$ cat src/rtl/pid_scheduler.sv
// Sequenced PID controller: one shared signed 9x13 multiplier accumulates the
// P, I and D terms over three states, then S_OUT shifts, saturates and publishes u.
//
// state | meaning
// IDLE  | waiting for a sample; i_clr honoured here
// S_P   | acc += K_p * e
// S_I   | acc += K_i * e_sum
// S_D   | acc += K_d * (e - e_prev), then e_prev <= e
// S_OUT | u <= clamp(acc >>> SHIFT), pulse u_valid
module pid_scheduler #(
    parameter int SHIFT = 4,
    parameter int ISAT  = 2047
) (
    input  logic       clk,
    input  logic       rst_n,
    input  logic       ena,
    input  logic       sample_valid,
    input  logic [7:0] e,
    input  logic [7:0] K_p,
    input  logic [7:0] K_i,
    input  logic [7:0] K_d,
    input  logic       i_clr,
    output logic       busy,
    output logic [7:0] u,
    output logic       u_valid
);

    localparam logic [2:0] IDLE  = 3'd0;
    localparam logic [2:0] S_P   = 3'd1;
    localparam logic [2:0] S_I   = 3'd2;
    localparam logic [2:0] S_D   = 3'd3;
    localparam logic [2:0] S_OUT = 3'd4;

    localparam logic signed [12:0] ISAT_HI = 13'(ISAT);
    localparam logic signed [12:0] ISAT_LO = -ISAT_HI;
    localparam logic signed [22:0] U_HI    = 23'sd127;
    localparam logic signed [22:0] U_LO    = -23'sd128;

    logic [2:0]         state_q, state_d;
    logic [7:0]         e_q, e_d;
    logic [7:0]         kp_q, kp_d;
    logic [7:0]         ki_q, ki_d;
    logic [7:0]         kd_q, kd_d;
    logic signed [11:0] e_sum_q, e_sum_d;
    logic [7:0]         e_prev_q, e_prev_d;
    logic signed [22:0] acc_q, acc_d;
    logic [7:0]         u_q, u_d;
    logic               u_valid_q, u_valid_d;

    logic signed [12:0] sum_base;
    logic signed [12:0] sum_raw;
    logic signed [8:0]  diff;
    logic signed [8:0]  mul_a;
    logic signed [12:0] mul_b;
    logic signed [21:0] prod;
    logic signed [22:0] acc_sh;

    // Shared datapath: gains enter as unsigned values with a zero sign bit.
    always_comb begin
        sum_base = i_clr ? 13'sd0 : {e_sum_q[11], e_sum_q};
        sum_raw  = sum_base + {{5{e[7]}}, e};
        diff     = {e_q[7], e_q} - {e_prev_q[7], e_prev_q};
        mul_a    = '0;
        mul_b    = '0;
        case (state_q)
            S_P: begin
                mul_a = {1'b0, kp_q};
                mul_b = {{5{e_q[7]}}, e_q};
            end
            S_I: begin
                mul_a = {1'b0, ki_q};
                mul_b = {e_sum_q[11], e_sum_q};
            end
            S_D: begin
                mul_a = {1'b0, kd_q};
                mul_b = {{4{diff[8]}}, diff};
            end
            default: ;
        endcase
        prod   = $signed({{13{mul_a[8]}}, mul_a}) * $signed({{9{mul_b[12]}}, mul_b});
        acc_sh = acc_q >>> SHIFT;
    end

    always_comb begin
        state_d   = state_q;
        e_d       = e_q;
        kp_d      = kp_q;
        ki_d      = ki_q;
        kd_d      = kd_q;
        e_sum_d   = e_sum_q;
        e_prev_d  = e_prev_q;
        acc_d     = acc_q;
        u_d       = u_q;
        u_valid_d = u_valid_q;
        if (ena) begin
            u_valid_d = 1'b0;
            case (state_q)
                IDLE: begin
                    if (i_clr) begin
                        e_sum_d  = '0;
                        e_prev_d = '0;
                    end
                    // sum_base already folds in a same-cycle clear
                    if (sample_valid) begin
                        e_d     = e;
                        kp_d    = K_p;
                        ki_d    = K_i;
                        kd_d    = K_d;
                        acc_d   = '0;
                        state_d = S_P;
                        if (sum_raw > ISAT_HI)
                            e_sum_d = ISAT_HI[11:0];
                        else if (sum_raw < ISAT_LO)
                            e_sum_d = ISAT_LO[11:0];
                        else
                            e_sum_d = sum_raw[11:0];
                    end
                end
                S_P: begin
                    acc_d   = acc_q + {prod[21], prod};
                    state_d = S_I;
                end
                S_I: begin
                    acc_d   = acc_q + {prod[21], prod};
                    state_d = S_D;
                end
                S_D: begin
                    acc_d    = acc_q + {prod[21], prod};
                    e_prev_d = e_q;
                    state_d  = S_OUT;
                end
                S_OUT: begin
                    if (acc_sh > U_HI)
                        u_d = 8'h7f;
                    else if (acc_sh < U_LO)
                        u_d = 8'h80;
                    else
                        u_d = acc_sh[7:0];
                    u_valid_d = 1'b1;
                    state_d   = IDLE;
                end
                default: state_d = IDLE;
            endcase
        end
    end

    always_ff @(posedge clk or negedge rst_n) begin
        if (!rst_n) begin
            state_q   <= IDLE;
            e_q       <= '0;
            kp_q      <= '0;
            ki_q      <= '0;
            kd_q      <= '0;
            e_sum_q   <= '0;
            e_prev_q  <= '0;
            acc_q     <= '0;
            u_q       <= '0;
            u_valid_q <= 1'b0;
        end else begin
            state_q   <= state_d;
            e_q       <= e_d;
            kp_q      <= kp_d;
            ki_q      <= ki_d;
            kd_q      <= kd_d;
            e_sum_q   <= e_sum_d;
            e_prev_q  <= e_prev_d;
            acc_q     <= acc_d;
            u_q       <= u_d;
            u_valid_q <= u_valid_d;
        end
    end

    // The pulse flop is frozen while stalled, so the visible strobe is gated.
    assign busy    = (state_q != IDLE);
    assign u       = u_q;
    assign u_valid = u_valid_q & ena;

endmodule

$ cat config.mk
export PLATFORM = sky130hd
export DESIGN_NAME = pid_scheduler
export DESIGN_NICKNAME = d
export VERILOG_FILES = /design/src/rtl/pid_scheduler.sv
export SDC_FILE = /design/constraint.sdc
export NUM_CORES = 1
export LEC_CHECK = 0
export CAP_MARGIN = 10
export CORE_UTILIZATION = 65
export DETAILED_ROUTE_END_ITERATION = 8
export PLACE_DENSITY = 0.86
export SLEW_MARGIN = 20
export SYNTH_ARGS = -nofsm -noshare
export SYNTH_HDL_FRONTEND = slang
export SYNTH_SLANG_ARGS = --single-unit
$ cat constraint.sdc
create_clock -name clk -period 16.8 [get_ports clk]
set_clock_uncertainty 0.2 [all_clocks]
set_input_delay 3.36 -clock clk [delete_from_list [all_inputs] [get_ports clk]]
set_output_delay 3.36 -clock clk [all_outputs]
set_load 0.03 [all_outputs]
[Yosys cells after proc, flatten, opt, wreduce, memory -nomap -nowiden]
Index checks and enable logic that the tools add are counted.
W data, S select, Z words.
Storage, ports and cells
  memories: 0
  logic and storage cells: 53
  bits of input ports: 37
  register bits: 87
  output and inout bits: 10
  bits in writable memories: 0
  ROM bits: 0
  bits in latches: 0
Operators by class
  divide/modulo/power cells: 0
  equal/unequal tests: 6
  shift-type cells: 0
  $lt $le $gt $ge: 4
  multiply operators: 1
  bitwise operators: 1
  reductions and logical operators: 12
  muxes and demuxes: 16
  $add $sub $neg: 3
Operator list (count)
  $mux W12: 4
  $pmux W23 S2: 1
  $pmux W13 S3: 1
  $mux W8: 3
  $pmux W8 S3: 1
  $add A23 B23 Y23: 1
  $mux W23: 1
  $mul A9 B13 Y22: 1
  $gt A19 B8 Y1 const B: 1
  $lt A19 B8 Y1 const B: 1
  $pmux W8 S2: 1
  $add A13 B13 Y13: 1
  $gt A13 B12 Y1 const B: 1
  $lt A13 B12 Y1 const B: 1
  $mux W13: 1
  $pmux W3 S4: 1
  $reduce_and A3 Y1: 4
  $sub A8 B8 Y9: 1
  $eq A3 B2 Y1 const B: 2
  $reduce_bool A2 Y1: 3
  $ne A2 B2 Y1 const B: 2
  $reduce_and A2 Y1: 2
  $eq A3 B1 Y1 const B: 1
  $eq A3 B3 Y1 const B: 1
  6 further kinds: 6

[Longest topological paths before layout]
  depth in word-level cells: 6
  mapped depth: 39
  mapped depth without buffers: 39

[Worst setup path after synthesis]
OpenSTA, ideal clock, no wires.
  path kind: flip-flop to flip-flop
  start point: register e_q[0]
  end point: register acc_q[22]
  path buffers: 1
  path slack: 8806 ps
  period minus slack after synthesis: 7994 ps
  setup time: 128 ps
  arrival: 7666 ps
  stages on the path, launching flop included: 37
  data required time: 16472 ps
  path through: dfrtp_1 > inv_1 > ha_1 > fa_1 > nor2b_1 > o21ai_1 > nand2b_1 > a21o_1 > a21o_1 > a2111oi_2 > a21oi_1 > a2111oi_2 > a21o_1 > buf_4 > nand2_1 > fa_1 > inv_1 > fa_1 > fa_1 > inv_1 > fa_1 > inv_1 > ha_1 > a21o_1 > or3_1 > a31oi_1 > nor4_1 > or3_1 > xor2_1 > ha_1 > nor3_1 > o21ai_0 > a21oi_1 > o21ai_0 > xnor2_1 > a21oi_1 > o22ai_1
Between the ends
  longest elaborated chain between the ends: 5
RTL lines
  start: declaration: line 40  | logic [7:0] e_q, e_d;
  start signal: assignment: line 150  | e_q <= '0;
  start signal: assignment: line 161  | e_q <= e_d;
  $sub A8 B8 Y9: line 62  | diff = {e_q[7], e_q} - {e_prev_q[7], e_prev_q};
  $pmux W13 S3 (*): line 65  | case (state_q)
  $mul A9 B13 Y22 (*): line 80  | prod = $signed({{13{mul_a[8]}}, mul_a}) * $signed({{9{mul_b[12]}}, mul_b});
  $add A23 B23 Y23 (*): line 120, 124, 128
  $pmux W23 S2 (*): line 97  | case (state_q)
  end signal: assignment: line 156  | acc_q <= '0;
  end signal: assignment: line 167  | acc_q <= acc_d;
  end: declaration: line 46  | logic signed [22:0] acc_q, acc_d;
Every way passes the cells marked *; elsewhere a longest branch is shown, timed or not.
A chain may end at the register's enable or synchronous reset.

[Worst setup path after layout]
Ends and elaborated chain as after synthesis.

==> flow_summary.toml <==
[clock_network]
ctsHtreeMaxLevel = 3
hold_buffers = 0
clk_latency_ns = 0.35
cts_resized = 0
post-cts-setup-buffers = 0
clk_pin_slew_ns = 0.07
clock_sinks = 87
tritoncts = "yes"
clockBufferDepth = 2
cts_buffers = 9
clk_root_buffer_cell = "clkbuf_16"

[yosys]
yosys.area_share.simple_pct = 13.0
synth_flop_cell = "dfrtp_1"
synth_edf_count = 0
syn_area_um2 = 9430
syn_nets = 1239
syn_area_per_cell_um2 = 9.13
synthMuxAreaShare_pct = 5.46
synth_seq_area_share_pct = 23.1
synth.yosys.warnings = 0
synth_xor_area_share_pct = 5.76
ys_ff_latch = 87
synth_compound_area_share_pct = 16.9
netlist_instances = 1032
synth_fa_ha_area_share_pct = 28.6
synth_top_family_by_area = "adder cells"
async_reset_ff_share_pct = 100
ys_types = 64

[grt]
grt_overflow = 0
grt_pass1_vias = 7829
grt_pass1_wl_um = 37000
grt_max_degree = 60
antenna_found_initial = 0
grt_use_total_pct = 31.7

[critical_path]
cp_data_required_time_ns = 16.83
criticalPathCategory = "flop to flop"
cp_common_cell = "fa_1"
cp_data_arrival_time_ns = 8.89
cp_max_fo = 10
worst_setup_path_end_kind = "flop"
slowest_stage = "fa_1"
cpPeakStageDelay_ns = 0.59
startpoint_type = "flop"

[die]
io-pin-count = 47
initial_core_util_pct = 67.4
row_count = 43
coreArea_um2 = 14000
die_h_um = 122
die_w_um = 122
die_area_um2 = 15000

[final_layout]
register_area_um2 = 2180
instances_no_fill = 1252
nNetsFinal = 1274
n_fill_cell = 986
n_antenna_cell = 0
final_cell_mix = "inv_1 (151), nand2_1 (109), ha_1 (94)"
layout-drive-gt1-share_pct = 8.30
multiInputGateArea_um2 = 6590
final_common_cell = "inv_1"
areaGrowthSynthToFinish_pct = 9.66

[sta]
relSlewSlack_pct = 29.1
setup-violations-final = 0
hold_viol = 0
finalCritPeriodShare_pct = 52.8
tightest_slew_ns = 1.06
rsz0062_at_grt = "false"
fin_crit_ns = 8.87
slew_viol_final = 0
tns_ns = 0
fmax_mhz = 113
fin_ws_ns = 7.93

[job]
maxCapViolations = 0

[place]
gp_congestion = 0.900
hpwl_um = 16700
numPortBuffers = 46
dpl_worst_slack_ns = 8.08
dpl.cell_count = 1236

[hold_path]
hp-class = "flop to flop"

[drt]
ant_nets = 0
vias = 7521
drtIter0Drc = 402
firstDrtPassIters = 5
wl_um = 21500
avgViaCountPerCell = 6.01
drc = 0
wl_per_cell_um = 17.2

[run_status]
status = "finished clean"
[stage by stage]
step	area, um^2	hold slack [ns]	utilization (%)
after floorplan	9430	0.250	-
after global placement	10100	0.260	71.9
after detailed placement	10100	0.274	71.9
after CTS	10300	0.288	73.9
after global routing	10300	0.309	73.9
final	10300	0.286	73.9
[cell type report]
type	instances	area share, %
inverters	152	5.52
clock inverters	5	0.412
flip-flops and latches	87	21.1
clock buffers	11	2.25
well taps	180	2.18
multi-input cells	766	63.8
repair buffers	51	4.79
[critical path: cells and delay by family (launching register included)]
family / cells / cell delay [ns]
AOI/OAI and AO/OA: 14 / 3.04
xor gates and xnor gates: 2 / 0.31
adders and majority gates: 8 / 3.08
buffers and inverters: 4 / 0.21
DFF: 1 / 0.40
and+or+nand+nor: 7 / 1.48
[path summary, 6_finish.rpt]
check | cells after the start | start | endpoint | slack (ns)
setup / recovery | 35 | e_q[0] | acc_q[22] | 7.93
hold / removal | 2 | u[7] | u[7] | 0.29
setup reg to reg | 35 | e_q[0] | acc_q[22] | 7.93
hold reg to reg | 2 | u[7] | u[7] | 0.29
max in group asynchronous | 2 | rst_n | acc_q[19] | 12.59
min in group asynchronous | 1 | rst_n | e_sum_q[9] | 2.72
[Yosys cell counts, drive strengths merged, types with 2 or more instances]
| cell type | count | share of area (%) |
|---|---|---|
| nor2b | 28 | 1.9 |
| a31oi | 8 | 0.53 |
| ha | 94 | 12 |
| nor2 | 60 | 2.4 |
| o21a | 5 | 0.40 |
| xnor2 | 42 | 3.9 |
| a211oi | 3 | 0.24 |
| buf | 7 | 0.32 |
| nor3 | 21 | 1.2 |
| a22oi | 11 | 0.88 |
| a31o | 2 | 0.19 |
| a221o | 8 | 0.85 |
| or3 | 5 | 0.33 |
| o21bai | 3 | 0.28 |
| nand3 | 15 | 0.80 |
| or2 | 7 | 0.46 |
| xor2 | 20 | 1.9 |
| or4 | 2 | 0.20 |
| nand2b | 10 | 0.66 |
| a21oi | 42 | 2.3 |
| clkbuf | 20 | 0.80 |
| nor4 | 3 | 0.20 |
| a2111oi | 5 | 0.86 |
| mux2 | 43 | 5.1 |
| a21boi | 3 | 0.24 |
| o211ai | 3 | 0.24 |
| nand4 | 2 | 0.13 |
| o31ai | 9 | 0.86 |
| o2111ai | 2 | 0.19 |
| mux2i | 3 | 0.32 |
| nand2 | 109 | 4.3 |
| dfrtp | 87 | 23 |
| o21ai | 43 | 2.4 |
| inv | 152 | 6.1 |
| a21o | 34 | 2.7 |
| and2 | 3 | 0.20 |
| a32o | 2 | 0.21 |
| fa | 76 | 16 |
| a22o | 27 | 2.5 |
[per-layer routing]
metal / global-route usage, % / wire (um) / vias up
met5: 0 / 0 / -
met1: 39.6 / 9050 / 3677
li1: - / - / 3561
met4: 9.98 / 466 / 0
met2: 55.3 / 10800 / 241
met3: 5.81 / 1140 / 42
[registers in the layout, indices dropped and copies added, names as in the netlist]
name,flops
e_q,8
e_sum_q,12
state_q,3
kd_q,8
u_valid_q,1
u,8
ki_q,8
e_prev_q,8
kp_q,8
acc_q,23
[cells by family after synthesis]
family / count (synthesis)
muxes: 46
DFF: 87
adders and majority gates: 170
AOI/OAI and AO/OA: 220
buffers and inverters: 179
xor gates and xnor gates: 62
and+or+nand+nor: 268
Power is left out: the tool's default activity adds up to more than one toggle a clock period on the data nets, which glitch-free logic cannot reach.
